**src/rtl/ex_muldiv_unit.sv**
```systemverilog
// ex_muldiv_unit: iterative RV32M multiply/divide unit for the EX stage.
// A 32-step shift-add multiplier and a 32-step restoring divider share one
// operand/accumulator datapath. Divide-by-zero and signed overflow are resolved
// when the instruction is accepted, so they skip the iterations entirely.
module ex_muldiv_unit #(
    parameter int XLEN  = 32,
    parameter int ITERS = 32
) (
    input  logic            clk_i,
    input  logic            rst_i,
    input  logic            req_i,
    input  logic            flush_i,
    input  logic [9:0]      funct_i,
    input  logic [XLEN-1:0] rs1_data_i,
    input  logic [XLEN-1:0] rs2_data_i,
    input  logic [4:0]      rd_addr_i,
    output logic            stall_o,
    output logic            done_o,
    output logic [XLEN-1:0] result_o,
    output logic [4:0]      rd_addr_o
);

    localparam int CW = $clog2(ITERS);
    localparam logic [XLEN-1:0] L_MIN = {1'b1, {(XLEN-1){1'b0}}};

    typedef enum logic [1:0] {S_IDLE, S_MUL, S_DIV, S_DONE} state_t;

    state_t          r_state;
    state_t          w_nextState;
    logic [CW-1:0]   r_count;
    logic [XLEN-1:0] r_a;
    logic [XLEN-1:0] r_b;
    logic [XLEN-1:0] r_acc;
    logic [4:0]      r_rd;
    logic            r_isRem;
    logic            r_negQ;
    logic            r_negR;
    logic            r_done;
    logic [XLEN-1:0] r_result;
    logic [4:0]      r_rdOut;

    logic [2:0]      w_f3;
    logic            w_isDiv;
    logic            w_isUns;
    logic            w_isRem;
    logic            w_accept;
    logic            w_divZero;
    logic            w_overflow;
    logic            w_special;
    logic            w_lastIter;
    logic [XLEN-1:0] w_absA;
    logic [XLEN-1:0] w_absB;
    logic [XLEN-1:0] w_specialRes;
    logic [XLEN-1:0] w_mulSum;
    logic [XLEN:0]   w_remShift;
    logic [XLEN:0]   w_diff;
    logic            w_qBit;
    logic [XLEN-1:0] w_remNext;
    logic [XLEN-1:0] w_quoFinal;
    logic [XLEN-1:0] w_quoSigned;
    logic [XLEN-1:0] w_remSigned;
    logic            w_unusedFunct7;

    // funct7 is already qualified upstream by req_i; only funct3 selects the op
    assign w_unusedFunct7 = &{1'b0, funct_i[9:3]};

    assign w_f3       = funct_i[2:0];
    assign w_isDiv    = w_f3[2];
    assign w_isUns    = w_f3[0];
    assign w_isRem    = w_f3[1];
    assign w_accept   = (r_state == S_IDLE) && req_i && !flush_i;
    assign w_divZero  = (rs2_data_i == '0);
    assign w_overflow = !w_isUns && (rs1_data_i == L_MIN) && (rs2_data_i == '1);
    assign w_special  = w_isDiv && (w_divZero || w_overflow);
    assign w_lastIter = (r_count == CW'(ITERS - 1));

    assign w_absA = (!w_isUns && rs1_data_i[XLEN-1]) ? -rs1_data_i : rs1_data_i;
    assign w_absB = (!w_isUns && rs2_data_i[XLEN-1]) ? -rs2_data_i : rs2_data_i;

    assign w_specialRes = w_divZero ? (w_isRem ? rs1_data_i : '1)
                                    : (w_isRem ? '0 : L_MIN);

    // Multiply step: r_a is the shifted multiplicand, r_b the multiplier bits
    assign w_mulSum = r_acc + (r_b[0] ? r_a : '0);

    // Restoring divide step: r_acc is the partial remainder, r_b shifts the
    // dividend out of its top while quotient bits enter at the bottom
    assign w_remShift  = {r_acc, r_b[XLEN-1]};
    assign w_diff      = w_remShift - {1'b0, r_a};
    assign w_qBit      = !w_diff[XLEN];
    assign w_remNext   = w_qBit ? w_diff[XLEN-1:0] : w_remShift[XLEN-1:0];
    assign w_quoFinal  = {r_b[XLEN-2:0], w_qBit};
    assign w_quoSigned = r_negQ ? -w_quoFinal : w_quoFinal;
    assign w_remSigned = r_negR ? -w_remNext : w_remNext;

    // State register
    always_ff @(posedge clk_i or posedge rst_i) begin
        if (rst_i) begin
            r_state <= S_IDLE;
        end else begin
            r_state <= w_nextState;
        end
    end

    // Next-state logic; flush always wins over completion or acceptance
    always_comb begin
        w_nextState = r_state;
        case (r_state)
            S_IDLE: begin
                if (w_accept) begin
                    if (w_special)    w_nextState = S_DONE;
                    else if (w_isDiv) w_nextState = S_DIV;
                    else              w_nextState = S_MUL;
                end
            end
            S_MUL, S_DIV: begin
                if (flush_i)         w_nextState = S_IDLE;
                else if (w_lastIter) w_nextState = S_DONE;
            end
            S_DONE:  w_nextState = S_IDLE;
            default: w_nextState = S_IDLE;
        endcase
    end

    // Stall: follows req_i while idle so ID_EX holds, forced during iterations
    always_comb begin
        stall_o = 1'b0;
        case (r_state)
            S_IDLE:       stall_o = req_i && !rst_i;
            S_MUL, S_DIV: stall_o = 1'b1;
            default:      stall_o = 1'b0;
        endcase
    end

    // Operand capture at acceptance and one iteration per cycle afterwards
    always_ff @(posedge clk_i or posedge rst_i) begin
        if (rst_i) begin
            r_count <= '0;
            r_a     <= '0;
            r_b     <= '0;
            r_acc   <= '0;
            r_rd    <= '0;
            r_isRem <= 1'b0;
            r_negQ  <= 1'b0;
            r_negR  <= 1'b0;
        end else if (w_accept) begin
            r_count <= '0;
            r_acc   <= '0;
            r_rd    <= rd_addr_i;
            r_isRem <= w_isRem;
            r_negQ  <= !w_isUns && (rs1_data_i[XLEN-1] ^ rs2_data_i[XLEN-1]);
            r_negR  <= !w_isUns && rs1_data_i[XLEN-1];
            if (w_isDiv) begin
                r_a <= w_absB;
                r_b <= w_absA;
            end else begin
                r_a <= rs1_data_i;
                r_b <= rs2_data_i;
            end
        end else if (r_state == S_MUL) begin
            r_acc   <= w_mulSum;
            r_a     <= r_a << 1;
            r_b     <= r_b >> 1;
            r_count <= r_count + CW'(1);
        end else if (r_state == S_DIV) begin
            r_acc   <= w_remNext;
            r_b     <= w_quoFinal;
            r_count <= r_count + CW'(1);
        end
    end

    // Registered result pulse, loaded on the edge that enters DONE
    always_ff @(posedge clk_i or posedge rst_i) begin
        if (rst_i) begin
            r_done   <= 1'b0;
            r_result <= '0;
            r_rdOut  <= '0;
        end else begin
            r_done   <= 1'b0;
            r_result <= '0;
            r_rdOut  <= '0;
            if (w_nextState == S_DONE) begin
                r_done <= 1'b1;
                case (r_state)
                    S_IDLE: begin
                        r_result <= w_specialRes;
                        r_rdOut  <= rd_addr_i;
                    end
                    S_MUL: begin
                        r_result <= w_mulSum;
                        r_rdOut  <= r_rd;
                    end
                    default: begin
                        r_result <= r_isRem ? w_remSigned : w_quoSigned;
                        r_rdOut  <= r_rd;
                    end
                endcase
            end
        end
    end

    assign done_o    = r_done;
    assign result_o  = r_result;
    assign rd_addr_o = r_rdOut;

endmodule

```
**config.mk**
```make
export PLATFORM = sky130hd
export DESIGN_NAME = ex_muldiv_unit
export DESIGN_NICKNAME = d
export VERILOG_FILES = /design/src/rtl/ex_muldiv_unit.sv
export SDC_FILE = /design/constraint.sdc
export NUM_CORES = 1
export LEC_CHECK = 0
export ABC_CLOCK_PERIOD_IN_PS = 8500
export CELL_PAD_IN_SITES_DETAIL_PLACEMENT = 1
export CELL_PAD_IN_SITES_GLOBAL_PLACEMENT = 1
export CORE_ASPECT_RATIO = 0.7
export CORE_MARGIN = 2
export CORE_UTILIZATION = 49
export DETAILED_ROUTE_END_ITERATION = 12
export GPL_TIMING_DRIVEN = 0
export HOLD_SLACK_MARGIN = 0.06
export PLACE_DENSITY_LB_ADDON = 0.1
export SYNTH_ARGS = -nofsm -noshare
export SYNTH_HDL_FRONTEND = slang
export SYNTH_SLANG_ARGS = --single-unit
export TNS_END_PERCENT = 10
```
**constraint.sdc**
```tcl
create_clock -name clk_i -period 8.5 [get_ports clk_i]
set_input_delay 1.7 -clock clk_i [delete_from_list [all_inputs] [get_ports clk_i]]
set_output_delay 1.7 -clock clk_i [all_outputs]
set_load 0.03 [all_outputs]
```
Word level (Yosys, flattened, before mapping)
Index checks and enable logic that the tools add are counted.

storage, ports and cells
  register bits = 149
  latch bits = 0
  RAM bits = 0
  memory bits (read-only) = 0
  bits of input ports = 83
  output and inout port bits = 39
  word-level logic and storage cells = 81
  memories kept = 0

operators by class
  add/subtract/negate cells = 7
  multipliers = 0
  divide/modulo/power cells = 0
  order comparisons = 0
  equal/unequal tests = 7
  shifts and indexed selects = 0
  mux-type cells = 35
  bitwise logic cells = 1
  reduce and logical (&&, ||, !) cells = 19

operators with widths
  cell                                                             number
  32-bit two-way mux                                               21
  32-bit negator                                                   4
  32-bit == test, second input constant                            2
  32-bit one-hot mux with 2 select lines                           1
  33-bit by 32-bit subtractor with 33-bit output                   1
  32-bit adder                                                     1
  32-bit logical NOT                                               1
  5-bit two-way mux                                                5
  2-bit two-way mux                                                5
  1-bit logical AND                                                9
  2-bit == test, second input constant                             3
  2-bit one-hot mux with 3 select lines                            1
  5-bit by 1-bit adder with 5-bit output, second input constant    1
  5-bit == test, second input constant                             1
  1-bit logical NOT                                                4
  3-bit nonzero test                                               1
  2-bit by 1-bit == test with 1-bit output, second input constant  1
  2-bit logical NOT                                                1
  1-bit one-hot mux with 2 select lines                            1
  2-bit nonzero test                                               1
  2-bit OR reduction                                               1
  1-bit logical OR                                                 1
  1-bit two-way mux                                                1
  1-bit bitwise XOR                                                1

Depth between registers and ports, before layout
  word-level depth = 10
  mapped depth = 25
  mapped depth without buffers = 22

Least setup slack after synthesis
OpenSTA, ideal clock, no wires.

  kind = input-to-output
  start point = input port rst_i
  end point = output port stall_o
  data arrival time = 5.588 ns
  data required time = 6.800 ns
  slack = 1.212 ns
  stages on the path = 3
  path buffers = 0
  cell sequence = inv_1 > a31oi_1 > nor2_1

between the ends
  word-level cells in the longest chain between the ends = 3

ends and longest elaborated chain
  what                                   RTL line  source
  start, declared                        10        input logic rst_i,
  1-bit logical NOT (no source line)     -
  1-bit logical AND                      129       S_IDLE: stall_o = req_i && !rst_i;
  1-bit one-hot mux with 2 select lines  128       case (r_state)
  end, declared                          17        output logic stall_o,

No other way between the ends.

Worst setup path after layout
  start point = register r_b[31]
  end point = register r_result[20] (netlist: result_o[20])

between the ends
  word-level cells in the longest chain between the ends = 7
  elaborated cells between the ends (all ways) = 10
  those cells by class = add/sub: 3; mux: 6; reduce/logical: 1

ends and longest elaborated chain
  what                                                     RTL line  source
  start, declared                                          32        logic [XLEN-1:0] r_b;
  start signal, assigned                                   155       r_b <= w_absA;
  start signal, assigned                                   158       r_b <= rs2_data_i;
  start signal, assigned                                   163       r_b <= r_b >> 1;
  33-bit by 32-bit subtractor with 33-bit output           89        assign w_diff = w_remShift - {1'b0, r_a};
  32-bit two-way mux or 1-bit logical NOT (tied branches)  91, 90
  32-bit negator, on equally long branches                 94, 93
  32-bit two-way mux, on equally long branches             94, 93
  32-bit two-way mux *                                     194       r_result <= r_isRem ? w_remSigned : w_quoSigned;
  32-bit one-hot mux with 2 select lines *                 184       case (r_state)
  32-bit two-way mux *                                     182       if (w_nextState == S_DONE) begin
  end signal, assigned                                     186       r_result <= w_specialRes;
  end signal, assigned                                     190       r_result <= w_mulSum;
  end signal, assigned                                     194
  end, declared                                            39        logic [XLEN-1:0] r_result;

Mark *: on every way between the ends. The rest lies on a longest branch, timed or not.
A chain may end at the register's enable or synchronous reset.

==> summary.md <==
| Metric | Value |
|---|---|
| Synth top area cells | dfrtp_1 24%, mux2i_1 6.5%, o21ai_0 6.1%, ha_1 6.0%, a21oi_1 5.4% |
| P per Cell Area | 497 nW/um2 |
| Worst-Margin Slew | 1050 ps |
| Synth Register Bits | 149 |
| P_int | 3.69 mW |
| Layout cells sized above 1 | 0.0465 |
| Die Wd | 217 um |
| Final Cell Area | 17800 um2 |
| DPL Wire Length | 57.4 mm |
| Tmin final | 7980 ps |
| RR Startpoint | r_b[31]$_DFFE_PP0P_ |
| Initial core utilization | 0.498 |
| Worst-Skew Late Latency | 470 ps |
| Syn nets | 2185 |
| Status | complete, no violations |
| Clock power frac | 0.096 |
| # Max-Cap Violations | 0 |
| Setup TNS | 0 ps |
| Cell family with most CP delay | compound AO/OA/AOI/OAI gates |
| Crit-path slowest cell | a2111oi_2 |
| Vias | 17951 |
| Buffers on Ports | 114 |
| Post-Synthesis Cells | 2026 |
| Top_reg_cell synth | dfrtp_1 |
| Fin crit share | 0.938 |
| Post_cts resized | 0 |
| Die area | 33100 um2 |
| Critical Path Start Type | register |
| Largest net degree at the start of global routing | 78 |
| Pwr Total | 8.87 mW |
| Vias in the first global route | 17572 |
| Worst path depth | 24 |
| Setup Buffers After CTS | 0 |
| Die height | 153 um |
| RePlAce Congestion | 1.03 |
| Ys async rst share | 1.00 |
| Ys Warns | 0 |
| WP buf/inv | 6 |
| Clk sinks | 149 |
| Hold Buf Count CTS | 0 |
| Syn Area/Cell | 7.66 um2 |
| Net switching fraction of the power | 0.584 |
| WP data arrival | 8250 ps |
| R2R depth | 24 |
| Post-synth top area share | 0.240 |
| Slew headroom | 0.285 |
| Clock Tree Root | clkbuf_16 |
| GR Util met3 | 0.106 |
| Hold Crit Class | reg -> reg |
| Distinct cells, synth | 93 |
| Num CTS Buffers | 17 |
| Number of synthesized flops with an enable pin | 0 |
| Maximum VDD drop | 0.000392 V |
| Final ANT Viol Nets | 0 |
| Crit Path Max Fanout | 10 |
| Reg power frac | 0.155 |
| Vias per cell | 6.92 |
| Max Root-Sink Buffers | 2 |
| Endpoints failing hold | 0 |
| Met2 Use GR | 0.624 |
| Critical setup path kind | reg -> reg |
| Antenna violations before repair | 2 |
| Leakage | 7.20 nW |
| WL per Instance | 28.1 um |
| Core ar. | 31100 um2 |
| TritonRoute pass-1 iters | 6 |
| RSZ-0062 raised after global routing | no |
| Nets@finish | 2319 |
| Clock skew | 11.7 ps |
| Worst setup EP type | register |
| Busiest layer in global routing | met2 |
| Total Routing Usage GR | 0.435 |
| Crit-path max cell delay | 870 ps |
| Area growth syn-to-layout | 15.0% |
| Htree depth | 4 |
| Peak Freq | 125 MHz |
| Critical-path cell list | inv_1, ha_1, fa_1, and2b_1, o31ai_4, a2111oi_2, o211a_4, o21a_4, nor2_8, inv_2, buf_4, buf_2, buf_2, o21ai_0, inv_1, ha_1, nand2_1, or3_1, nor4_1, or2_2, o2111a_1, a21oi_1, xor2_1, a2111oi_1 |
| CTS tree | yes |
| Combinational power share | 0.749 |
| Routed WL | 72.9 mm |
| Clock slew at reported path FFs | 70 ps |
| Post-synth top area cell | dfrtp_1 |
| Setup violators final | 0 |
| Synthesized area | 15500 um2 |
| WP data required | 8780 ps |
| Worst hold slack | 501 ps |
| Met1 usage | 0.617 |
| Ports | 122 |
| R2R Path End | result_o[20]$_DFF_PP0_ |
| FP Rows | 54 |
| Switching power total | 5.18 mW |
| Critical Path End | result_o[20]$_DFF_PP0_ |
| Fin. max-slew vios | 0 |
| First-pass GRT wire length | 109 mm |
| R2r setup slk | 520 ps |
| Sequential element share of the synthesized area | 0.240 |
| Drc violations | 0 |
| Post-DP Area | 17200 um2 |
| Initial DRC count | 2299 |
| Worst Setup SP | r_b[31]$_DFFE_PP0P_ |
| Total grt overflow | 0 |
## synthesized netlist by cell type, types with 13 or more instances
| cell | n |
|---|---|
| o211ai_1 | 88 |
| nor4_1 | 14 |
| mux2i_1 | 101 |
| a21oi_1 | 167 |
| xor2_1 | 73 |
| nand4_1 | 18 |
| o31ai_1 | 30 |
| ha_1 | 74 |
| a211oi_1 | 20 |
| nand2b_1 | 17 |
| o21a_1 | 15 |
| clkbuf_1 | 91 |
| inv_1 | 74 |
| buf_1 | 18 |
| nor2_1 | 199 |
| buf_2 | 14 |
| nand3_1 | 27 |
| a21o_1 | 34 |
| dfrtp_1 | 149 |
| and3_1 | 13 |
| nand2_1 | 211 |
| xnor2_1 | 86 |
| o21ai_0 | 189 |
| a31oi_1 | 24 |
| nor3_1 | 38 |
| or3_1 | 34 |
## layer usage
| metal | up-vias | wire [um] |
|---|---|---|
| li1 | 7699 | - |
| met5 | - | 0 |
| met1 | 8936 | 31100 |
| met3 | 193 | 8500 |
| met2 | 1123 | 30000 |
| met4 | 0 | 3330 |
## worst min-delay path by stage
stage                             start  cells past startpoint                   to  slack, ps
detailed placement  r_rd[4]$_DFFE_PP0P_                      2  r_rd[4]$_DFFE_PP0P_        480
global placement    r_rd[1]$_DFFE_PP0P_                      2  r_rd[1]$_DFFE_PP0P_        460
CTS                 r_rd[1]$_DFFE_PP0P_                      2  r_rd[1]$_DFFE_PP0P_        500
finish              r_rd[4]$_DFFE_PP0P_                      2  r_rd[4]$_DFFE_PP0P_        500
global route        r_rd[3]$_DFFE_PP0P_                      2  r_rd[3]$_DFFE_PP0P_        520
floorplan           r_rd[0]$_DFFE_PP0P_                      2  r_rd[0]$_DFFE_PP0P_        440
## final cells by class
class	count	area [um2]
fillers	3937	13300
clock inverters	14	189
clock buffers	18	439
flip-flops and latches	149	3730
plain buffers	127	520
repair buffers	115	1170
well taps	420	526
inverters	76	290
multi-input cells	1674	11000
diodes	2	5.00
## kinds of logic after synthesis
family / count (synthesis) / share of synthesized area
AO/OA/AOI/OAI: 701 / 0.295
AND/OR/NAND/NOR: 629 / 0.189
buffers and inverters: 203 / 0.0519
XOR/XNOR: 159 / 0.0898
flip-flops: 149 / 0.240
multiplexers: 109 / 0.0719
adder cells (fa/ha/maj): 76 / 0.0623
## flip-flops by register name, indices dropped and copies added, names as in the netlist
| name | cells |
|---|---|
| r_a | 32 |
| r_acc | 32 |
| r_b | 32 |
| result_o | 32 |
| r_count | 5 |
| r_rd | 5 |
| rd_addr_o | 5 |
| r_state | 2 |
| done_o | 1 |
| r_isRem | 1 |
| r_negQ | 1 |
| r_negR | 1 |
## per-stage QoR
step,setup slack [ps],util,instances
global route,683,0.573,2593
finish,523,0.573,2595
global placement,-1050,0.552,2560
floorplan,1210,-,2026
detailed placement,1370,0.553,2561
CTS,1180,0.573,2593
## power by group through the flow
| stage | Clock (mW) | Combinational (mW) | Sequential (mW) |
|---|---|---|---|
| 2_1_floorplan | 0 | 4.37 | 1.25 |
| 6_report | 0.851 | 6.64 | 1.38 |
| 3_5_place_dp | 0 | 6.28 | 1.36 |
| 3_3_place_gp | 0 | 6.06 | 1.34 |
| 5_1_grt | 0.869 | 7.05 | 1.39 |
| 4_1_cts | 0.843 | 6.36 | 1.35 |
## worst register-to-register path, stage by stage, from the launching register on
cell       delay, ps
dfrtp_1          640
inv_1             90
ha_1             230
fa_1             410
and2b_1          350
o31ai_4          110
a2111oi_2        870
o211a_4          310
o21a_4           210
nor2_8            80
inv_2            100
buf_4            240
buf_2            420
buf_2            430
o21ai_0          260
inv_1            120
ha_1             230
nand2_1           60
or3_1            350
nor4_1           390
or2_2            280
o2111a_1         440
a21oi_1          160
xor2_1           170
a2111oi_1        830
## cells in the final DEF (no fill, tap or decap), types with 74 or more instances in the layout
cell | Yosys | layout
o21ai_0 | 189 | 189
dfrtp_1 | 149 | 149
nor2_1 | 199 | 199
clkbuf_1 | 91 | 91
clkdlybuf4s50_1 | 0 | 114
o211ai_1 | 88 | 88
ha_1 | 74 | 74
xnor2_1 | 86 | 86
a21oi_1 | 167 | 167
mux2i_1 | 101 | 101
nand2_1 | 211 | 211
(Power assumes the default switching activity.)
